**config.mk**
```make
export PLATFORM = sky130hd
export DESIGN_NAME = lcd_read_ctrl_flat
export DESIGN_NICKNAME = d
export VERILOG_FILES = /design/src/rtl/lcd_read_ctrl_if.sv /design/src/rtl/lcd_read_ctrl.sv /design/src/flat_wrapper.sv
export SDC_FILE = /design/constraint.sdc
export NUM_CORES = 1
export LEC_CHECK = 0
export BUFFER_PORTS_ARGS = -buffer_cell sky130_fd_sc_hd__buf_4
export CORE_MARGIN = 10
export CORE_UTILIZATION = 34
export DETAILED_ROUTE_END_ITERATION = 16
export SLEW_MARGIN = 20
export SYNTH_ARGS = -nofsm -noshare
export SYNTH_HDL_FRONTEND = slang
export SYNTH_SLANG_ARGS = --single-unit
```
**constraint.sdc**
```tcl
create_clock -name iCLK -period 1.8 [get_ports iCLK]
set_input_delay 0.36 -clock iCLK [delete_from_list [all_inputs] [get_ports iCLK]]
set_output_delay 0.36 -clock iCLK [all_outputs]
set_load 0.01 [all_outputs]
```
**src/rtl/lcd_read_ctrl_if.sv**
```systemverilog
// LCD bus bundle between the read controller and the data/control pads.
// The controller drives RW/EN/RS and reads the pad input path.
interface lcd_read_ctrl_if;
    logic [7:0] LCD_DATA_IN;
    logic       LCD_RW;
    logic       LCD_EN;
    logic       LCD_RS;

    modport master (
        input  LCD_DATA_IN,
        output LCD_RW,
        output LCD_EN,
        output LCD_RS
    );

    modport slave (
        output LCD_DATA_IN,
        input  LCD_RW,
        input  LCD_EN,
        input  LCD_RS
    );
endinterface

```
**src/rtl/lcd_read_ctrl.sv**
```systemverilog
// HD44780-style LCD read-cycle controller: setup -> EN pulse -> sample -> hold -> done.
// Optional busy-flag polling is built when LCD_READ_BUSY_POLL_EN is defined.
module lcd_read_ctrl #(
    parameter int CLK_Divide   = 16,
    parameter int SETUP_CYC    = 2,
    parameter int HOLD_CYC     = 2,
    parameter int POLL_TIMEOUT = 255
) (
    input  logic             iCLK,
    input  logic             iRST_N,
    input  logic             iRS,
    input  logic             iStart,
    input  logic             iPoll,
    output logic [7:0]       oDATA,
    output logic             oDone,
    output logic             oTimeout,
    output logic [2:0]       oDbgState,
    lcd_read_ctrl_if.master  lcd
);

    localparam int MAX_AB  = (CLK_Divide > SETUP_CYC) ? CLK_Divide : SETUP_CYC;
    localparam int MAX_CYC = (MAX_AB > HOLD_CYC) ? MAX_AB : HOLD_CYC;
    localparam int CW      = $clog2(MAX_CYC) + 1;

    typedef enum logic [2:0] {
        IDLE  = 3'd0,
        START = 3'd1,
        SETUP = 3'd2,
        ENH   = 3'd3,
        HOLD  = 3'd4,
        DONE  = 3'd5
    } state_e;

    state_e        state, stateNext;
    logic [CW-1:0] cnt, cntNext;
    logic          preStart;
    logic          rwReg, rwNext;
    logic          enReg, enNext;
    logic          rsReg, rsNext;
    logic [7:0]    dataNext;
    logic          doneNext;
    logic          startEdge;

    // Handshake: a rising edge on iStart is accepted only in IDLE/DONE;
    // oDone is a level that stays high until the next accepted start.
    assign startEdge = iStart & ~preStart;

`ifdef LCD_READ_BUSY_POLL_EN
    logic       pollReg, pollNext;
    logic       toReg, toNext;
    logic [7:0] attempt, attemptNext;
    assign oTimeout = toReg;
`else
    logic unusedPoll;
    assign unusedPoll = iPoll;
    assign oTimeout   = 1'b0;
`endif

    assign lcd.LCD_RW = rwReg;
    assign lcd.LCD_EN = enReg;
    assign lcd.LCD_RS = rsReg;
    assign oDbgState  = state;

    always_ff @(posedge iCLK) begin
        if (!iRST_N) begin
            state    <= IDLE;
            cnt      <= '0;
            preStart <= 1'b0;
            rwReg    <= 1'b0;
            enReg    <= 1'b0;
            rsReg    <= 1'b0;
            oDATA    <= 8'h00;
            oDone    <= 1'b0;
`ifdef LCD_READ_BUSY_POLL_EN
            pollReg  <= 1'b0;
            toReg    <= 1'b0;
            attempt  <= 8'h00;
`endif
        end else begin
            state    <= stateNext;
            cnt      <= cntNext;
            preStart <= iStart;
            rwReg    <= rwNext;
            enReg    <= enNext;
            rsReg    <= rsNext;
            oDATA    <= dataNext;
            oDone    <= doneNext;
`ifdef LCD_READ_BUSY_POLL_EN
            pollReg  <= pollNext;
            toReg    <= toNext;
            attempt  <= attemptNext;
`endif
        end
    end

    always_comb begin
        stateNext   = state;
        cntNext     = cnt + 1'b1;
        rwNext      = rwReg;
        enNext      = enReg;
        rsNext      = rsReg;
        dataNext    = oDATA;
        doneNext    = oDone;
`ifdef LCD_READ_BUSY_POLL_EN
        pollNext    = pollReg;
        toNext      = toReg;
        attemptNext = attempt;
`endif
        case (state)
            IDLE, DONE: begin
                cntNext = '0;
                if (startEdge) begin
                    stateNext   = START;
                    doneNext    = 1'b0;
`ifdef LCD_READ_BUSY_POLL_EN
                    toNext      = 1'b0;
                    pollNext    = iPoll;
                    attemptNext = 8'h00;
                    // Busy-flag reads always address the instruction register.
                    rsNext      = iPoll ? 1'b0 : iRS;
`else
                    rsNext      = iRS;
`endif
                end
            end
            START: begin
                rwNext    = 1'b1;
                cntNext   = '0;
                stateNext = SETUP;
            end
            SETUP: begin
                if (cnt == CW'(SETUP_CYC - 1)) begin
                    enNext    = 1'b1;
                    cntNext   = '0;
                    stateNext = ENH;
                end
            end
            ENH: begin
                if (cnt == CW'(CLK_Divide - 1)) begin
                    enNext    = 1'b0;
                    dataNext  = lcd.LCD_DATA_IN;
                    cntNext   = '0;
                    stateNext = HOLD;
                end
            end
            HOLD: begin
                if (cnt == CW'(HOLD_CYC - 1)) begin
                    cntNext = '0;
`ifdef LCD_READ_BUSY_POLL_EN
                    if (pollReg && oDATA[7]) begin
                        if (attempt == 8'(POLL_TIMEOUT - 1)) begin
                            rwNext    = 1'b0;
                            doneNext  = 1'b1;
                            toNext    = 1'b1;
                            stateNext = DONE;
                        end else begin
                            attemptNext = attempt + 8'd1;
                            stateNext   = SETUP;
                        end
                    end else begin
                        rwNext    = 1'b0;
                        doneNext  = 1'b1;
                        stateNext = DONE;
                    end
`else
                    rwNext    = 1'b0;
                    doneNext  = 1'b1;
                    stateNext = DONE;
`endif
                end
            end
            default: begin
                cntNext   = '0;
                stateNext = IDLE;
            end
        endcase
    end

endmodule

```
**src/flat_wrapper.sv**
```systemverilog
// flat-port wrapper written by rule: the top's interface ports become plain ports
module lcd_read_ctrl_flat 
#(
    parameter int CLK_Divide   = 16,
    parameter int SETUP_CYC    = 2,
    parameter int HOLD_CYC     = 2,
    parameter int POLL_TIMEOUT = 255
)
  (iCLK, iRST_N, iRS, iStart, iPoll, oDATA, oDone, oTimeout, oDbgState, lcd_LCD_DATA_IN, lcd_LCD_RW, lcd_LCD_EN, lcd_LCD_RS);
  lcd_read_ctrl_if lcd_i ();
  input  logic iCLK;
  input  logic iRST_N;
  input  logic iRS;
  input  logic iStart;
  input  logic iPoll;
  output logic [7:0] oDATA;
  output logic oDone;
  output logic oTimeout;
  output logic [2:0] oDbgState;
  input wire logic [$bits(lcd_i.LCD_DATA_IN)-1:0] lcd_LCD_DATA_IN;
  output wire logic [$bits(lcd_i.LCD_RW)-1:0] lcd_LCD_RW;
  output wire logic [$bits(lcd_i.LCD_EN)-1:0] lcd_LCD_EN;
  output wire logic [$bits(lcd_i.LCD_RS)-1:0] lcd_LCD_RS;
  assign lcd_i.LCD_DATA_IN = lcd_LCD_DATA_IN;
  assign lcd_LCD_RW = lcd_i.LCD_RW;
  assign lcd_LCD_EN = lcd_i.LCD_EN;
  assign lcd_LCD_RS = lcd_i.LCD_RS;
  lcd_read_ctrl #(.CLK_Divide(CLK_Divide), .SETUP_CYC(SETUP_CYC), .HOLD_CYC(HOLD_CYC), .POLL_TIMEOUT(POLL_TIMEOUT)) u_core (.iCLK(iCLK), .iRST_N(iRST_N), .iRS(iRS), .iStart(iStart), .iPoll(iPoll), .oDATA(oDATA), .oDone(oDone), .oTimeout(oTimeout), .oDbgState(oDbgState), .lcd(lcd_i));
endmodule
```
==> out/qor.csv <==
metric,value,unit
status,"complete, no violations",
All-Layer GR Usage,8.52,%
Max Fanout on Critical Path,9,
gr ovfl total,0,
Post-Synthesis Cell Area,958,um2
TritonCTS clock tree,yes,
met1 Use GR,8.96,%
Root Driver,clkbuf_4,
DRT iter0 DRCs,24,
Synth top area share,43.9,%
Setup Slack @ Placement,52.7,ps
Max Slew Vio Count,0,
Clock Skew,1.01,ps
synthesis-stage register bit count,21,
synthesized instance count,110,
# diodes,0,
HP Class,in -> reg,
DRC,0,
clock buffer depth,2,
Routed Antenna Nets,0,
dpl cells,161,
Max Cap Viol,0,
Ys Warns,0,
Setup CP Type,reg -> reg,
CTS Hold Bufs,0,
CP Data Required Time,2020,ps
M2 GR Usage,15.1,%
"commonest non-fill, non-tap cell in the layout",buf_4,
final worst slack,187,ps
Area contributors post-synth,"dfxtp_1, nand2_1, a21oi_1",
Die Width,73.1,um
1st-pass router iterations,4,
power per cell area,679,mW/mm2
port bufs,26,
Via density,5.19,
Wirelength per Cell,13.3,um
GR peak layer,met2,
FMAX,0.620,GHz
area grow syn2layout,25.6,%
VDD IR max,0.444,mV
"FFs w/ async S/R, synth",0,%
"EDFF count, synth",0,
Util after Layout,44.0,%
Routed Wire Length,2200,um
min Tclk post-route,1610,ps
syn_nets,127,
number of global-route vias before repair,878,
via count,856,
share of cells above drive strength 1,26.9,%
LEAKAGE,0.495,nW
final RePlAce weighted congestion,0.730,
initial core utilization,35.1,%
critical path endpoint category,flop,
multi-input logic area,484,um2
top_reg_cell synth,dfxtp_1,
"Clk pin slew, worst setup/hold paths",110,ps
Final Hold Viols,0,
Clock Sinks,21,
PnR Total Power,0.817,mW
H-tree levels,1,
critical path data arrival time,1840,ps
largest net degree at the start of global routing,16,
Core ar.,0.00273,mm2
fill count,284,
Critical Path Source Type,flop,
met3 usage,3.81,%
Yosys top cell by area,dfxtp_1,
register area,422,um2
setup_tns,0,ps
Nets,152,
period utilization,89.6,%
die height,73.1,um
Rows,19,
count of non-filler cells in the finished layout,165,
dpl hpwl,1730,um
"Distinct cells, synth",38,
Num CTS Buffers,3,
initial antenna violation count,0,
I/O pin total,29,
most frequent cells in the layout,"buf_4, dfxtp_1, nand2_1, a21oi_1, nor3_1",
clock latency on the worst-skew pair,290,ps
"Setup violations, final",0,
global-route wire length before repair,3840,um
RSZ-0062 raised after global routing,false,
average instance area after synthesis,8.71,um2
post-synthesis sequential area ratio,43.9,%
die area,0.00534,mm2
-- timing repair --
item | in CTS | in global routing
setup buffers | 0 | 0
endpoints found under the setup margin | 0 | 13
gates resized for setup | 0 | 4
-- per-stage QoR --
stage | hold slack [ps] | cell area [um2]
5_1_grt | 268 | 1200
2_1_floorplan | 464 | 958
3_3_place_gp | 442 | 1170
4_1_cts | 271 | 1200
3_5_place_dp | 449 | 1170
6_report | 280 | 1200
-- area by class of cell --
| cell class | instances | share of cell area [%] |
|---|---|---|
| inverter | 6 | 1.87 |
| clock buffer | 4 | 2.18 |
| tap | 31 | 3.22 |
| timing repair buffer | 28 | 17.5 |
| multi-input combinational | 75 | 40.2 |
| sequential | 21 | 35.0 |
-- critical path: stages (launching register included) --
cell and delay (ps):
dfxtp_1 370, ha_1 190, nand3_1 110, inv_1 80
ha_1 210, and4b_2 360, nand2_1 70, a21oi_1 140
-- kinds of logic (layout without fill, tap and decap cells) --
family                     count (synthesis)  after routing  synth area share [%]
buffers and inverters                     14             38                  6.14
muxes                                      1              1                  1.04
and+or+nand+nor                           41             41                  23.4
adders and majority gates                  4              4                  5.22
AOI/OAI and AO/OA                         25             25                  17.2
other                                      1              1                 0.391
DFF                                       21             21                  43.9
xor gates and xnor gates                   3              3                  2.74
-- state kept, by name (all words and copies together) (netlist names) --
| name | flops |
|---|---|
| u_core.oDATA | 8 |
| u_core.cnt | 5 |
| u_core.oDbgState | 3 |
| u_core.lcd.LCD_EN | 1 |
| u_core.lcd.LCD_RS | 1 |
| u_core.lcd.LCD_RW | 1 |
| u_core.oDone | 1 |
| u_core.preStart | 1 |
-- Yosys cell counts (2+ instances only) --
library cell and number:
xor2_1 2, nor2_1 2, nand3_1 2, or4b_1 2
nand2_1 17, nand2b_1 3, ha_1 4, buf_2 2
nor3_1 7, o21a_1 2, o31ai_1 3, clkbuf_1 5
a21oi_1 10, inv_1 5, dfxtp_1 21
-- metal layers --
layer | wire length, um | up-vias
li1 | - | 429
met3 | 223 | 0
met5 | 0 | -
met2 | 1080 | 23
met1 | 896 | 404
met4 | 0 | 0
-- path summary, 6_finish.rpt --
path | cells after the start | startpoint | slack, ps | end
min | 2 | iStart | 280 | u_core.preStart
min reg2reg | 1 | u_core.cnt[0] | 450 | u_core.cnt[0]
max | 7 | u_core.cnt[1] | 190 | u_core.oDATA[1]
max reg2reg | 7 | u_core.cnt[1] | 190 | u_core.oDATA[1]
-- report_power, final --
group / internal (mW) / switching, mW
Sequential: 0.477 / 0.0192
Clock: 0.0862 / 0.133
Combinational: 0.0529 / 0.0488
Total: 0.616 / 0.201
(Power assumes the default switching activity.)
